===== src/rtl/csr_arbiter.sv =====
// csr_arbiter: two-requester round-robin front end for a simple CSR port.
// One request is in flight at a time. Writes hold csr_we_o for WR_HOLD cycles
// and then keep address/data stable for WR_GAP more cycles. Reads hold
// csr_re_o for RD_WAIT cycles and capture csr_rdata_i on the last of them.
// Each transaction completes with a one-cycle done pulse to its requester.
module csr_arbiter #(
    parameter int ADDR_WIDTH = 7,
    parameter int DATA_WIDTH = 8,
    parameter int WR_HOLD    = 4,
    parameter int WR_GAP     = 4,
    parameter int RD_WAIT    = 3
) (
    input  logic                  clk_i,
    input  logic                  rst_i,

    input  logic                  req0_valid_i,
    input  logic                  req0_we_i,
    input  logic [ADDR_WIDTH-1:0] req0_addr_i,
    input  logic [DATA_WIDTH-1:0] req0_wdata_i,
    output logic                  req0_ready_o,
    output logic                  req0_done_o,
    output logic [DATA_WIDTH-1:0] req0_rdata_o,

    input  logic                  req1_valid_i,
    input  logic                  req1_we_i,
    input  logic [ADDR_WIDTH-1:0] req1_addr_i,
    input  logic [DATA_WIDTH-1:0] req1_wdata_i,
    output logic                  req1_ready_o,
    output logic                  req1_done_o,
    output logic [DATA_WIDTH-1:0] req1_rdata_o,

    output logic [ADDR_WIDTH-1:0] csr_addr_o,
    output logic [DATA_WIDTH-1:0] csr_wdata_o,
    output logic                  csr_we_o,
    output logic                  csr_re_o,
    input  logic [DATA_WIDTH-1:0] csr_rdata_i,

    output logic                  busy_o
);

    typedef enum logic [2:0] {
        S_IDLE   = 3'd0,
        S_WR_ACT = 3'd1,
        S_WR_GAP = 3'd2,
        S_RD_ACT = 3'd3,
        S_DONE   = 3'd4
    } state_e;

    // Counter reload values: a phase of N cycles counts N-1 down to 0.
    localparam logic [3:0] WR_HOLD_LD = 4'(WR_HOLD - 1);
    localparam logic [3:0] WR_GAP_LD  = 4'(WR_GAP - 1);
    localparam logic [3:0] RD_WAIT_LD = 4'(RD_WAIT - 1);

    state_e                state_q, state_d;
    logic [3:0]            cnt_q, cnt_d;
    logic                  idx_q;       // requester owning the transaction in flight
    logic                  last_q;      // requester served most recently
    logic [ADDR_WIDTH-1:0] addr_q;
    logic [DATA_WIDTH-1:0] wdata_q;

    // Per-requester views of the request ports, so the selection logic can index them.
    logic [1:0]            valid_vec;
    logic [1:0]            we_vec;
    logic [ADDR_WIDTH-1:0] addr_vec  [2];
    logic [DATA_WIDTH-1:0] wdata_vec [2];
    logic [1:0]            gnt_vec;
    logic [1:0]            ready_vec;
    logic [1:0]            done_vec;

    logic                  accept;
    logic                  acc_idx;
    logic                  acc_we;
    logic                  rd_capture;

    assign valid_vec    = {req1_valid_i, req0_valid_i};
    assign we_vec       = {req1_we_i, req0_we_i};
    assign addr_vec[0]  = req0_addr_i;
    assign addr_vec[1]  = req1_addr_i;
    assign wdata_vec[0] = req0_wdata_i;
    assign wdata_vec[1] = req1_wdata_i;

    // Round-robin: a lone valid always wins; on a tie the requester not served last wins.
    assign gnt_vec[0] = valid_vec[0] & (~valid_vec[1] | last_q);
    assign gnt_vec[1] = valid_vec[1] & (~valid_vec[0] | ~last_q);

    // Ready is only offered in IDLE, so acceptance is simply IDLE plus any grant.
    assign accept  = (state_q == S_IDLE) && (gnt_vec != 2'b00);
    assign acc_idx = gnt_vec[1];
    assign acc_we  = we_vec[acc_idx];

    // Read data is sampled at the edge that ends the final RD_ACT cycle.
    assign rd_capture = (state_q == S_RD_ACT) && (cnt_q == 4'd0);

    // State and counter register.
    always_ff @(posedge clk_i) begin
        if (rst_i) begin
            state_q <= S_IDLE;
            cnt_q   <= 4'd0;
        end else begin
            state_q <= state_d;
            cnt_q   <= cnt_d;
        end
    end

    // Next-state and counter logic; inputs are only looked at in IDLE.
    always_comb begin
        state_d = state_q;
        cnt_d   = cnt_q;
        case (state_q)
            S_IDLE: begin
                if (accept) begin
                    if (acc_we) begin
                        state_d = S_WR_ACT;
                        cnt_d   = WR_HOLD_LD;
                    end else begin
                        state_d = S_RD_ACT;
                        cnt_d   = RD_WAIT_LD;
                    end
                end
            end
            S_WR_ACT: begin
                if (cnt_q == 4'd0) begin
                    state_d = S_WR_GAP;
                    cnt_d   = WR_GAP_LD;
                end else begin
                    cnt_d = cnt_q - 4'd1;
                end
            end
            S_WR_GAP: begin
                if (cnt_q == 4'd0) begin
                    state_d = S_DONE;
                end else begin
                    cnt_d = cnt_q - 4'd1;
                end
            end
            S_RD_ACT: begin
                if (cnt_q == 4'd0) begin
                    state_d = S_DONE;
                end else begin
                    cnt_d = cnt_q - 4'd1;
                end
            end
            S_DONE: begin
                state_d = S_IDLE;
            end
            default: begin
                state_d = S_IDLE;
                cnt_d   = 4'd0;
            end
        endcase
    end

    // Latch the accepted request; address/data stay put until the next acceptance.
    always_ff @(posedge clk_i) begin
        if (rst_i) begin
            addr_q  <= '0;
            wdata_q <= '0;
            idx_q   <= 1'b0;
            last_q  <= 1'b1;
        end else if (accept) begin
            addr_q  <= addr_vec[acc_idx];
            wdata_q <= wdata_vec[acc_idx];
            idx_q   <= acc_idx;
            last_q  <= acc_idx;
        end
    end

    // Per-requester read-data holding registers; only the owner's read updates them.
    genvar gi;
    generate
        for (gi = 0; gi < 2; gi++) begin : g_req
            logic [DATA_WIDTH-1:0] rdata_q;

            // Capture read data for this requester at the end of its read.
            always_ff @(posedge clk_i) begin
                if (rst_i) begin
                    rdata_q <= '0;
                end else if (rd_capture && (idx_q == 1'(gi))) begin
                    rdata_q <= csr_rdata_i;
                end
            end
        end
    endgenerate

    // Outputs decoded from the current state.
    always_comb begin
        csr_we_o  = 1'b0;
        csr_re_o  = 1'b0;
        busy_o    = 1'b1;
        ready_vec = 2'b00;
        done_vec  = 2'b00;
        case (state_q)
            S_IDLE: begin
                busy_o    = 1'b0;
                ready_vec = gnt_vec;
            end
            S_WR_ACT: csr_we_o = 1'b1;
            S_RD_ACT: csr_re_o = 1'b1;
            S_DONE: begin
                done_vec[idx_q] = 1'b1;
            end
            default: begin
                busy_o = 1'b1;
            end
        endcase
    end

    assign req0_ready_o = ready_vec[0];
    assign req1_ready_o = ready_vec[1];
    assign req0_done_o  = done_vec[0];
    assign req1_done_o  = done_vec[1];
    assign req0_rdata_o = g_req[0].rdata_q;
    assign req1_rdata_o = g_req[1].rdata_q;
    assign csr_addr_o   = addr_q;
    assign csr_wdata_o  = wdata_q;

endmodule


===== config.mk =====
export PLATFORM = sky130hd
export DESIGN_NAME = csr_arbiter
export DESIGN_NICKNAME = d
export VERILOG_FILES = /design/src/rtl/csr_arbiter.sv
export SDC_FILE = /design/constraint.sdc
export NUM_CORES = 1
export LEC_CHECK = 0
export BUFFER_PORTS_ARGS = -buffer_cell sky130_fd_sc_hd__buf_4
export CELL_PAD_IN_SITES_DETAIL_PLACEMENT = 2
export CELL_PAD_IN_SITES_GLOBAL_PLACEMENT = 2
export CORE_MARGIN = 2
export CORE_UTILIZATION = 24
export CTS_CLUSTER_SIZE = 24
export DETAILED_ROUTE_END_ITERATION = 6
export PLACE_DENSITY_LB_ADDON = 0.2
export SETUP_SLACK_MARGIN = 0.2
export SYNTH_ARGS = -nofsm -noshare
export SYNTH_HDL_FRONTEND = slang
export SYNTH_SLANG_ARGS = --single-unit

===== constraint.sdc =====
create_clock -name clk_i -period 1.4 [get_ports clk_i]
set_input_delay 0.28 -clock clk_i [delete_from_list [all_inputs] [get_ports clk_i]]
set_output_delay 0.28 -clock clk_i [all_outputs]
set_load 0.005 [all_outputs]

# Yosys cells after proc, flatten, opt, wreduce, memory -nomap -nowiden
# Index checks and enable logic that the tools add are counted.
# Widths: inputs -> output; s select.
[totals]
reg_bits = 40
in_bits = 44
out_inout_bits = 38
elab_cells = 67
[op_classes]
addsub = 1
n_lt_le_gt_ge = 4
eq_ne = 8
n_mux = 25
bitwise_logic = 10
reduce_logical = 11
[ops]
columns = ["operator", "count"]
rows = [
  ["$mux 8", 3],
  ["$mux 7", 3],
  ["$pmux 4 s4", 1],
  ["$mux 4", 3],
  ["$mux 3", 3],
  ["$pmux 3 s3", 1],
  ["$mux 1", 7],
  ["$eq 3x2->1 const B", 2],
  ["$mux 2", 3],
  ["$ne 2x2->1 const B", 3],
  ["$reduce_and 3->1", 2],
  ["$logic_and 1x1->1", 5],
  ["$not 1->1", 5],
  ["$logic_not 4->1", 1],
  ["$lt 1x2->1 const B", 2],
  ["$sub 4x1->4 const B", 1],
  ["$eq 3x1->1 const B", 1],
  ["$eq 3x3->1 const B", 1],
  ["$logic_not 3->1", 1],
  ["$and 1x1->1", 2],
  ["$ge 2x2->1 const B", 1],
  ["$ne 2x1->1 const B", 1],
  ["$not 1->2", 1],
  ["$or 1x1->1", 2],
  ["other kinds (4)", 4],
]

# Longest topological paths before layout
# Gate-level depths: netlist (run 1).
[depth]
word_depth = 8
mapped_depth = 7
mapped_depth_nobuf = 6

# Worst setup path before layout (run 1)
# OpenSTA, ideal clock, no wires.
[synth_path]
kind = "flip-flop to flip-flop"
start = "register cnt_q[0]"
end = "register g_req[0].rdata_q[4] (netlist: req0_rdata_o[4])"
setup_ns = 0.128
arrival_time_ns = 1.377
required_ns = 1.272
path_slack_ns = -0.105
path_stages_with_launch = 7
n_path_buf = 0
period_less_slack_ns = 1.505
path_cell_list = "dfxtp_1 inv_1 ha_1 nand4bb_1 nor3_4 mux2i_1 nor2_1"
[synth_between]
elab_chain_len = 3
[synth_rtl]
columns = ["element", "line", "rtl"]
rows = [
  ["from (decl)", "55", "logic [3:0] cnt_q, cnt_d;"],
  ["from (signal assigned)", "101", "cnt_q <= cnt_d;"],
  ["$logic_not 4->1", "92", "assign rd_capture = (state_q == S_RD_ACT) && (cnt_q == 4'd0);"],
  ["$logic_and 1x1->1", "92", ""],
  ["$logic_and 1x1->1", "178", "end else if (rd_capture && (idx_q == 1'(gi))) begin"],
  ["to (signal assigned)", "179", "rdata_q <= csr_rdata_i;"],
  ["to (decl)", "172", "logic [DATA_WIDTH-1:0] rdata_q;"],
]
# No other way between the ends.
# A chain may end at the register's enable or synchronous reset.

# Worst setup path after layout (run 1)
[layout_path]
start = "register state_q[1]"
end = "output req1_ready_o"
[layout_between]
elab_chain_len = 2
[layout_rtl]
columns = ["element", "line", "rtl"]
rows = [
  ["from (decl)", "54", "state_e state_q, state_d;"],
  ["from (signal assigned)", "100", "state_q <= state_d;"],
  ["$logic_not 3->1", "192", "case (state_q)"],
  ["$mux 2", "192", ""],
  ["to (decl)", "28", "output logic req1_ready_o,"],
]
# No other way between the ends.

==> results.yml, run 1 <==
routing:
  dr.pass1.iters: 4
  dr_total_vias: 1914
  ant_nets: 0
  routed_wl_um: 7570
  wire_per_inst_um: 18.2
  drtIter0Drc: 31
  routed_via_density: 4.60
  route.detailed.drc: 0
synth:
  syn_nets: 236
  synth_seq_cells: 40
  yosysUniqueCellTypes: 35
  yosysWarnings: 0
  syn_inst: 190
  syn_area_per_cell_um2: 9.73
  seq_area_frac_synth: 0.433
  mappedNetlistArea_mm2: 0.00185
cells_and_area:
  fin_nets: 359
  syn2layout_area_growth_pct: 86.5
  fin_area_mm2: 0.00345
  finish.utilization: 0.453
  multiInputGateArea_mm2: 0.00121
  seq_area_um2: 815
  diodes: 0
  num-fill-cells: 804
  drive_gt1_frac: 0.643
sta:
  hold_violations: 0
  finalCriticalPeriod_ns: 1.66
  worst_slew_pin_slew_ns: 0.345
  setup_viol: 42
  drv_slew: 0
  holdWs_ns: 0.220
  finalCritPeriodShare: 1.19
  fin_tns_setup_ns: -5.68
  clock_skew_ns: 0.0100
  rsz0062_at_grt: "true"
  max-slew-margin-rel: 0.770
  timing.fmax_mhz: 602
  layout_setup_ws_ns: -0.262
min_path:
  whs_path_depth: 3
  min_to: "req0_rdata_o[3]"
  min-delay-start: "csr_rdata_i[3]"
  hp-class: "input port to flip-flop"
global_route:
  grt_pass1_vias: 2188
  antenna_found_initial: 0
  grt_pass1_wl_um: 11900
  track_usage: 0.182
  grt_max_degree: 21
  grt_overflow: 0
setup_path:
  cp_max_fo: 3
  critPathMaxStageDelay_ns: 0.36
  r2r_cells: 9
  r2r_slack_ns: -0.25
  crit_top_cell: "buf_4"
  arrival_ns: 1.38
  cp-start-kind: "flip-flop"
  end_kind: "output port"
  slowest_stage: "dfxtp_2"
  r2r-start: "state_q[1]"
  r2r-end: "csr_wdata_o[5]"
  crit_type: "flip-flop to output port"
  crit_required_ns: 1.12
  cp_cell_sequence: "buf_12, nor3_4, buf_4, nand2_2, inv_1, buf_4"
cts:
  cts.sinks: 40
  cts_tree: "built"
  cts_buffer_depth: 2
  cts_hold_buf: 0
  path_clk_slew_ns: 0.10
  cts_made_buffers: 5
  clkLatencyLatePin_ns: 0.30
  htree_levels: 2
  ctsRootBufferMaster: "clkbuf_8"
placement:
  post_dp_cell_area_mm2: 0.00286
  finalWeightedCongestion: 0.791
  port_buffers: 81
  place_hpwl_um: 4720
floorplan:
  io_pins: 82
  core_mm2: 0.00761
  num_rows: 32
  die_w_um: 91.8
  floorplan.initialDensity: 0.243
  design.die.area_mm2: 0.00842
  die_h_um: 91.8
outcome:
  outcome: "finished, violations left"
  violations: "setup timing"
power:
  p_leak_nw: 1.52
  irDropWorstVdd_v: 0.000681
  p_total_w: 0.00681
  powerDensity_mw_per_mm2: 1970
run:
  maxCapViolCount: 0
cell usage after synthesis (all sizes together):
cell type | n | area share
nor2 | 44 | 0.093
dfxtp | 40 | 0.43
mux2i | 32 | 0.17
a211oi | 15 | 0.074
buf | 8 | 0.032
o21ai | 6 | 0.016
inv | 5 | 0.010
nand2 | 5 | 0.010
nor3 | 5 | 0.026
clkbuf | 4 | 0.0081
a221oi | 3 | 0.014
nor2b | 3 | 0.010
a22o | 2 | 0.0095
ha | 2 | 0.014
o22ai | 2 | 0.0068
a21boi | 1 | 0.0041
a21oi | 1 | 0.0027
a221o | 1 | 0.0054
a32o | 1 | 0.0054
and3 | 1 | 0.0034
and4bb | 1 | 0.0068
nand2b | 1 | 0.0074
nand3b | 1 | 0.0041
nand4b | 1 | 0.0047
nand4bb | 1 | 0.0061
nor3b | 1 | 0.0068
o211ai | 1 | 0.0041
or2 | 1 | 0.0034
xor2 | 1 | 0.0047
repair_timing:
item | CTS | global route
resized for setup | 55 | 18
buffers inserted | 9 | 3
endpoints found under the setup margin | 46 | 46
pin swaps | 12 | 7
cloned | 3 | 0
power breakdown:
part / leakage, nW / internal [W] / total (W) / switching (W)
Clock: 0.0548 / 0.000538 / 0.00102 / 0.000478
Sequential: 0.330 / 0.00143 / 0.00173 / 0.000298
Combinational: 1.14 / 0.00228 / 0.00406 / 0.00178
Total: 1.52 / 0.00425 / 0.00681 / 0.00256
metal layers:
layer	vias up	wire length, um	global-route usage
met5	-	0	0
li1	914	-	-
met4	0	151	0.0510
met1	940	3080	0.215
met2	49	3930	0.327
met3	11	403	0.0460
worst max-delay path by stage:
stage                            to  depth (start not counted)         start
global placement    req1_rdata_o[4]                          7      cnt_q[1]
finish                 req1_ready_o                          6    state_q[1]
global route           req1_ready_o                          6    state_q[1]
CTS                    req0_ready_o                          5    state_q[1]
detailed placement         cnt_q[0]                          5  req0_valid_i
floorplan           req0_rdata_o[4]                          6      cnt_q[1]
critical path: cells and delay by family (launching register included):
family                 cells  cell delay [ns]
DFF                        1             0.36
buffers and inverters      4             0.47
and+or+nand+nor            2             0.24
flip-flops by register name, summed over array words and instances (netlist names):
name and cells:
last_q 1, req0_rdata_o 8, csr_addr_o 7, state_q 3, csr_wdata_o 8, idx_q 1, req1_rdata_o 8, cnt_q 4
cells by family after synthesis:
family / synth area share
AOI/OAI and AO/OA: 0.143
muxes: 0.173
adders and majority gates: 0.0135
xor gates and xnor gates: 0.00474
and+or+nand+nor: 0.182
DFF: 0.433
buffers and inverters: 0.0507
area by class of cell:
type	instances	share of cell area
clock inverter	3	0.0134
inverter	5	0.00544
tap	102	0.0370
clock buffer	5	0.0199
multi-input combinational	133	0.350
sequential	40	0.236
timing repair buffer	128	0.338
cell usage in the layout, fill, tap and decap left out, types with 4 or more instances in the layout:
master / count
buf_4: 105
dfxtp_1: 33
mux2i_1: 31
nor2_1: 25
a211oi_2: 14
buf_6: 12
nor2_2: 10
nor2_4: 9
buf_12: 8
clkbuf_8: 5
dfxtp_2: 5
inv_2: 4
metrics by stage:
| stage | std cells | setup slack, ns |
|---|---|---|
| global placement | 393 | -0.0121 |
| global route | 416 | -0.347 |
| floorplan | 190 | -0.0504 |
| finish | 416 | -0.262 |
| detailed placement | 393 | -0.115 |
| CTS | 413 | -0.204 |
(Power assumes the default switching activity.)
==> inputs of run 2 (changes only) <==
--- a/config.mk
+++ b/config.mk
@@ -6,10 +6,8 @@
 export NUM_CORES = 1
 export LEC_CHECK = 0
 export BUFFER_PORTS_ARGS = -buffer_cell sky130_fd_sc_hd__buf_4
-export CELL_PAD_IN_SITES_DETAIL_PLACEMENT = 2
-export CELL_PAD_IN_SITES_GLOBAL_PLACEMENT = 2
 export CORE_MARGIN = 2
-export CORE_UTILIZATION = 24
+export CORE_UTILIZATION = 30
 export CTS_CLUSTER_SIZE = 24
 export DETAILED_ROUTE_END_ITERATION = 6
 export PLACE_DENSITY_LB_ADDON = 0.2
==> run 2 against run 1 <==
Against the previous run: the run still ends with setup timing left; sequential cell count stayed put; largest cell class unchanged; core utilization up 12 points; register-to-register slack improved by 0.05 ns; critical endpoint unchanged; clock power fell by 5%; hold slack lost 0.0022 ns; largest power group unchanged.
==> results.yml, run 2 (same netlist as run 1, synthesis figures left out) <==
outcome:
  outcome: "finished, violations left"
  violations: "setup timing"
floorplan:
  floorplan.initialDensity: 0.311
  die_h_um: 82.5
  core_mm2: 0.00596
  design.die.area_mm2: 0.00681
  die_w_um: 82.5
  num_rows: 28
  io_pins: 82
global_route:
  grt_overflow: 0
  grt_pass1_vias: 1733
  grt_pass1_wl_um: 8400
  track_usage: 0.164
  antenna_found_initial: 0
  grt_max_degree: 26
cts:
  path_clk_slew_ns: 0.08
  clkLatencyLatePin_ns: 0.30
  cts_buffer_depth: 2
  htree_levels: 2
  cts_made_buffers: 5
  cts_tree: "built"
  ctsRootBufferMaster: "clkbuf_8"
  cts.sinks: 40
sta:
  setup_viol: 43
  worst_slew_pin_slew_ns: 0.328
  max-slew-margin-rel: 0.781
  layout_setup_ws_ns: -0.216
  clock_skew_ns: 0.00767
  hold_violations: 0
  drv_slew: 0
  finalCriticalPeriod_ns: 1.62
  rsz0062_at_grt: "true"
  finalCritPeriodShare: 1.15
  timing.fmax_mhz: 619
setup_path:
  crit_required_ns: 1.12
  cpLargestDelayFamily: "buffers and inverters"
  cp-start-kind: "flip-flop"
  crit_top_cell: "buf_6"
  arrival_ns: 1.34
  cp_cell_sequence: "buf_6, nor3_4, buf_6, nand2_4, inv_2, buf_6"
  critPathMaxStageDelay_ns: 0.33
  cp_max_fo: 3
  r2r_slack_ns: -0.20
  critPathBufInv: 4
  slowest_stage: "dfxtp_2"
  crit_type: "flip-flop to output port"
  end_kind: "output port"
placement:
  place_hpwl_um: 3560
  port_buffers: 81
  preCtsSetupSlack_ns: -0.0472
  finalWeightedCongestion: 0.860
power:
  powerDensity_mw_per_mm2: 1920
  p_leak_nw: 1.52
  irDropWorstVdd_v: 0.000729
  p_total_w: 0.00651
cells_and_area:
  fin_nets: 361
  final_common_cell: "buf_4"
  syn2layout_area_growth_pct: 83.4
  drive_gt1_frac: 0.633
  final_cell_mix: "101 x buf_4, 35 x dfxtp_1, 31 x mux2i_1"
  seq_area_um2: 812
  num-fill-cells: 512
  multiInputGateArea_mm2: 0.00119
  diodes: 0
routing:
  drtIter0Drc: 95
  wire_per_inst_um: 13.5
  dr.pass1.iters: 4
  routed_via_density: 4.69
  dr_total_vias: 1834
  ant_nets: 0
  route.detailed.drc: 0
  routed_wl_um: 5260
run:
  maxCapViolCount: 0
min_path:
  hp-class: "input port to flip-flop"
## run 2: cell types whose count changed in the layout (fill, tap and decap cells not counted), sizes merged
cell	delta
buf	+2
## run 2: tightest hold or removal path, stage by stage
cell and delay [ns]:
buf_4 0.08, mux2i_1 0.05, nor2_1 0.07
## run 2: layout make-up
type                       instances  area share
timing repair buffer             130       0.341
inverter                           5     0.00554
clock buffer                       5      0.0203
clock inverter                     3      0.0137
multi-input combinational        133       0.352
tap                               75      0.0277
sequential                        40       0.239
## run 2: per-stage QoR
step,std cells,hold slack (ns),TNS (ns),area [um^2],utilization
final,391,0.217,-4.30,3390,0.569
after detailed placement,356,0.488,-0.369,2730,0.458
after global routing,391,0.208,-7.75,3390,0.569
after CTS,383,0.210,-3.24,3240,0.544
after floorplan,190,0.424,-0.403,1920,-
after global placement,356,0.476,-0.00754,2730,0.458
## run 2: final timing paths
| kind | end | from | depth (start not counted) |
|---|---|---|---|
| setup / recovery | req1_ready_o | state_q[1] | 6 |
| hold / removal | req1_rdata_o[0] | csr_rdata_i[0] | 3 |
| setup reg to reg | csr_wdata_o[3] | state_q[1] | 9 |
| hold reg to reg | req0_rdata_o[2] | req0_rdata_o[2] | 2 |
## run 2: where the power goes
part	internal [W]	switching (W)	total, W
Clock	0.000537	0.000431	0.000967
Combinational	0.00227	0.00157	0.00384
Sequential	0.00143	0.000274	0.00170
Total	0.00424	0.00227	0.00651
## run 2: layer usage
metal / up-vias / track usage / share of wire
li1: 929 / - / -
met2: 49 / 0.248 / 0.49
met4: 0 / 0.0623 / 0.014
met1: 849 / 0.219 / 0.43
met3: 7 / 0.0478 / 0.062
met5: - / 0 / 0
## run 2: timing repair
item,CTS,global route
hold buffers,0,0
resized for setup,58,24
cloned,3,0
setup buffers,16,8
pin swaps,23,15
endpoints found under the setup margin,45,46
==> inputs of run 3 (changes only) <==
--- a/config.mk
+++ b/config.mk
@@ -12,6 +12,7 @@
 export DETAILED_ROUTE_END_ITERATION = 6
 export PLACE_DENSITY_LB_ADDON = 0.2
 export SETUP_SLACK_MARGIN = 0.2
+export SKIP_LAST_GASP = 1
 export SYNTH_ARGS = -nofsm -noshare
 export SYNTH_HDL_FRONTEND = slang
 export SYNTH_SLANG_ARGS = --single-unit
==> run 3 against run 2 <==
Against the previous run: the flow still finishes with violations (setup timing); largest power group unchanged; highest routed layer unchanged; critical endpoint unchanged; clock power barely moved; core utilization is 0.29 points lower; combinational power shrank 1%; maximum frequency is 0.11% lower; register-to-register slack about the same; non-clock buffer count shrank 1.
==> results.yml, run 3 (same netlist as run 1, synthesis figures left out) <==
sta:
  fin_tns_setup_ns: -4.26
  worst_slew_pin_slew_ns: 0.326
  timing.fmax_mhz: 618
  finalCritPeriodShare: 1.16
  clock_skew_ns: 0.00724
  hold_violations: 0
  rsz0062_at_grt: "true"
  finalCriticalPeriod_ns: 1.62
  max-slew-margin-rel: 0.782
  layout_setup_ws_ns: -0.218
  drv_slew: 0
  setup_viol: 43
global_route:
  antenna_found_initial: 0
  track_usage: 0.164
  grt_pass1_vias: 1730
  grt_max_degree: 26
  grt_overflow: 0
  grt_pass1_wl_um: 8420
setup_path:
  crit_type: "flip-flop to output port"
  critPathBufInv: 4
  r2r_cells: 9
  slowest_stage: "dfxtp_2"
  cp_max_fo: 3
  cp_cell_sequence: "buf_6, nor3_4, buf_6, nand2_4, inv_2, buf_6"
  cp-start-kind: "flip-flop"
  cpLargestDelayFamily: "buffers and inverters"
  end_kind: "output port"
  cp_num_cells: 6
  arrival_ns: 1.34
  crit_required_ns: 1.12
  critPathMaxStageDelay_ns: 0.33
  crit_top_cell: "buf_6"
routing:
  drtIter0Drc: 121
  route.detailed.drc: 0
  dr_total_vias: 1830
  routed_wl_um: 5260
  routed_via_density: 4.69
  wire_per_inst_um: 13.5
  dr.pass1.iters: 4
  ant_nets: 0
cells_and_area:
  fin_nets: 360
  fin_area_mm2: 0.00337
  fin_cells: 390
  diodes: 0
  syn2layout_area_growth_pct: 82.4
  final_common_cell: "buf_4"
  final_cell_mix: "102 x buf_4, 35 x dfxtp_1, 31 x mux2i_1"
  num-fill-cells: 516
  finish.utilization: 0.566
  drive_gt1_frac: 0.629
min_path:
  whs_path_depth: 3
  hp-class: "input port to flip-flop"
cts:
  htree_levels: 2
  cts_hold_buf: 0
  cts_made_buffers: 5
  cts.sinks: 40
  path_clk_slew_ns: 0.08
  cts_tree: "built"
  cts_buffer_depth: 2
  ctsRootBufferMaster: "clkbuf_8"
  clkLatencyLatePin_ns: 0.30
floorplan:
  die_w_um: 82.5
  io_pins: 82
  num_rows: 28
  floorplan.initialDensity: 0.311
  core_mm2: 0.00596
  die_h_um: 82.5
  design.die.area_mm2: 0.00681
power:
  irDropWorstVdd_v: 0.000726
  p_leak_nw: 1.51
  powerDensity_mw_per_mm2: 1920
placement:
  post_dp_cell_area_mm2: 0.00273
  preCtsSetupSlack_ns: -0.0472
  finalWeightedCongestion: 0.860
  port_buffers: 81
  place_inst: 356
  place_hpwl_um: 3560
outcome:
  outcome: "finished, violations left"
  violations: "setup timing"
run:
  maxCapViolCount: 0
-- run 3: through the flow --
| stage | hold slack, ns | total power (W) |
|---|---|---|
| 2_1_floorplan | 0.424 | 0.00298 |
| 3_3_place_gp | 0.476 | 0.00393 |
| 3_5_place_dp | 0.488 | 0.00395 |
| 4_1_cts | 0.210 | 0.00610 |
| 5_1_grt | 0.208 | 0.00689 |
| 6_report | 0.219 | 0.00646 |
-- run 3: tightest hold or removal path, cell delays in order --
cell and delay (ns):
buf_4 0.08, mux2i_1 0.05, nor2_1 0.07
-- run 3: per-layer routing --
| metal | vias up | track usage | wire length, um |
|---|---|---|---|
| met2 | 53 | 0.249 | 2600 |
| met3 | 7 | 0.0489 | 340 |
| li1 | 923 | - | - |
| met5 | - | 0 | 0 |
| met4 | 0 | 0.0590 | 71 |
| met1 | 847 | 0.220 | 2240 |
-- run 3: timing repair --
action,CTS,global route
gates cloned,3,0
gates resized for setup,54,25
endpoints found under the setup margin,45,46
pin swaps,23,14
setup buffers,16,7
endpoints found under the hold margin,0,0
-- run 3: power by group --
group | switching, W | internal [W] | total (W)
Sequential | 0.000266 | 0.00143 | 0.00170
Combinational | 0.00156 | 0.00224 | 0.00380
Clock | 0.000432 | 0.000537 | 0.000968
Total | 0.00226 | 0.00420 | 0.00646
-- run 3: path summary, 6_finish.rpt --
check | startpoint | end | slack (ns)
worst max-delay path | state_q[1] | req1_ready_o | -0.22
worst min-delay path | csr_rdata_i[0] | req1_rdata_o[0] | 0.22
worst max register to register | state_q[1] | csr_wdata_o[3] | -0.20
worst min register to register | req0_rdata_o[2] | req0_rdata_o[2] | 0.50
-- run 3: area by class of cell --
| type | instances | area (um^2) | area share |
|---|---|---|---|
| multi-input combinational | 133 | 1190 | 0.353 |
| timing repair buffer | 129 | 1140 | 0.338 |
| clock inverter | 3 | 46.3 | 0.0137 |
| tap | 75 | 93.8 | 0.0278 |
| sequential | 40 | 812 | 0.241 |
| clock buffer | 5 | 68.8 | 0.0204 |
| inverter | 5 | 18.8 | 0.00556 |
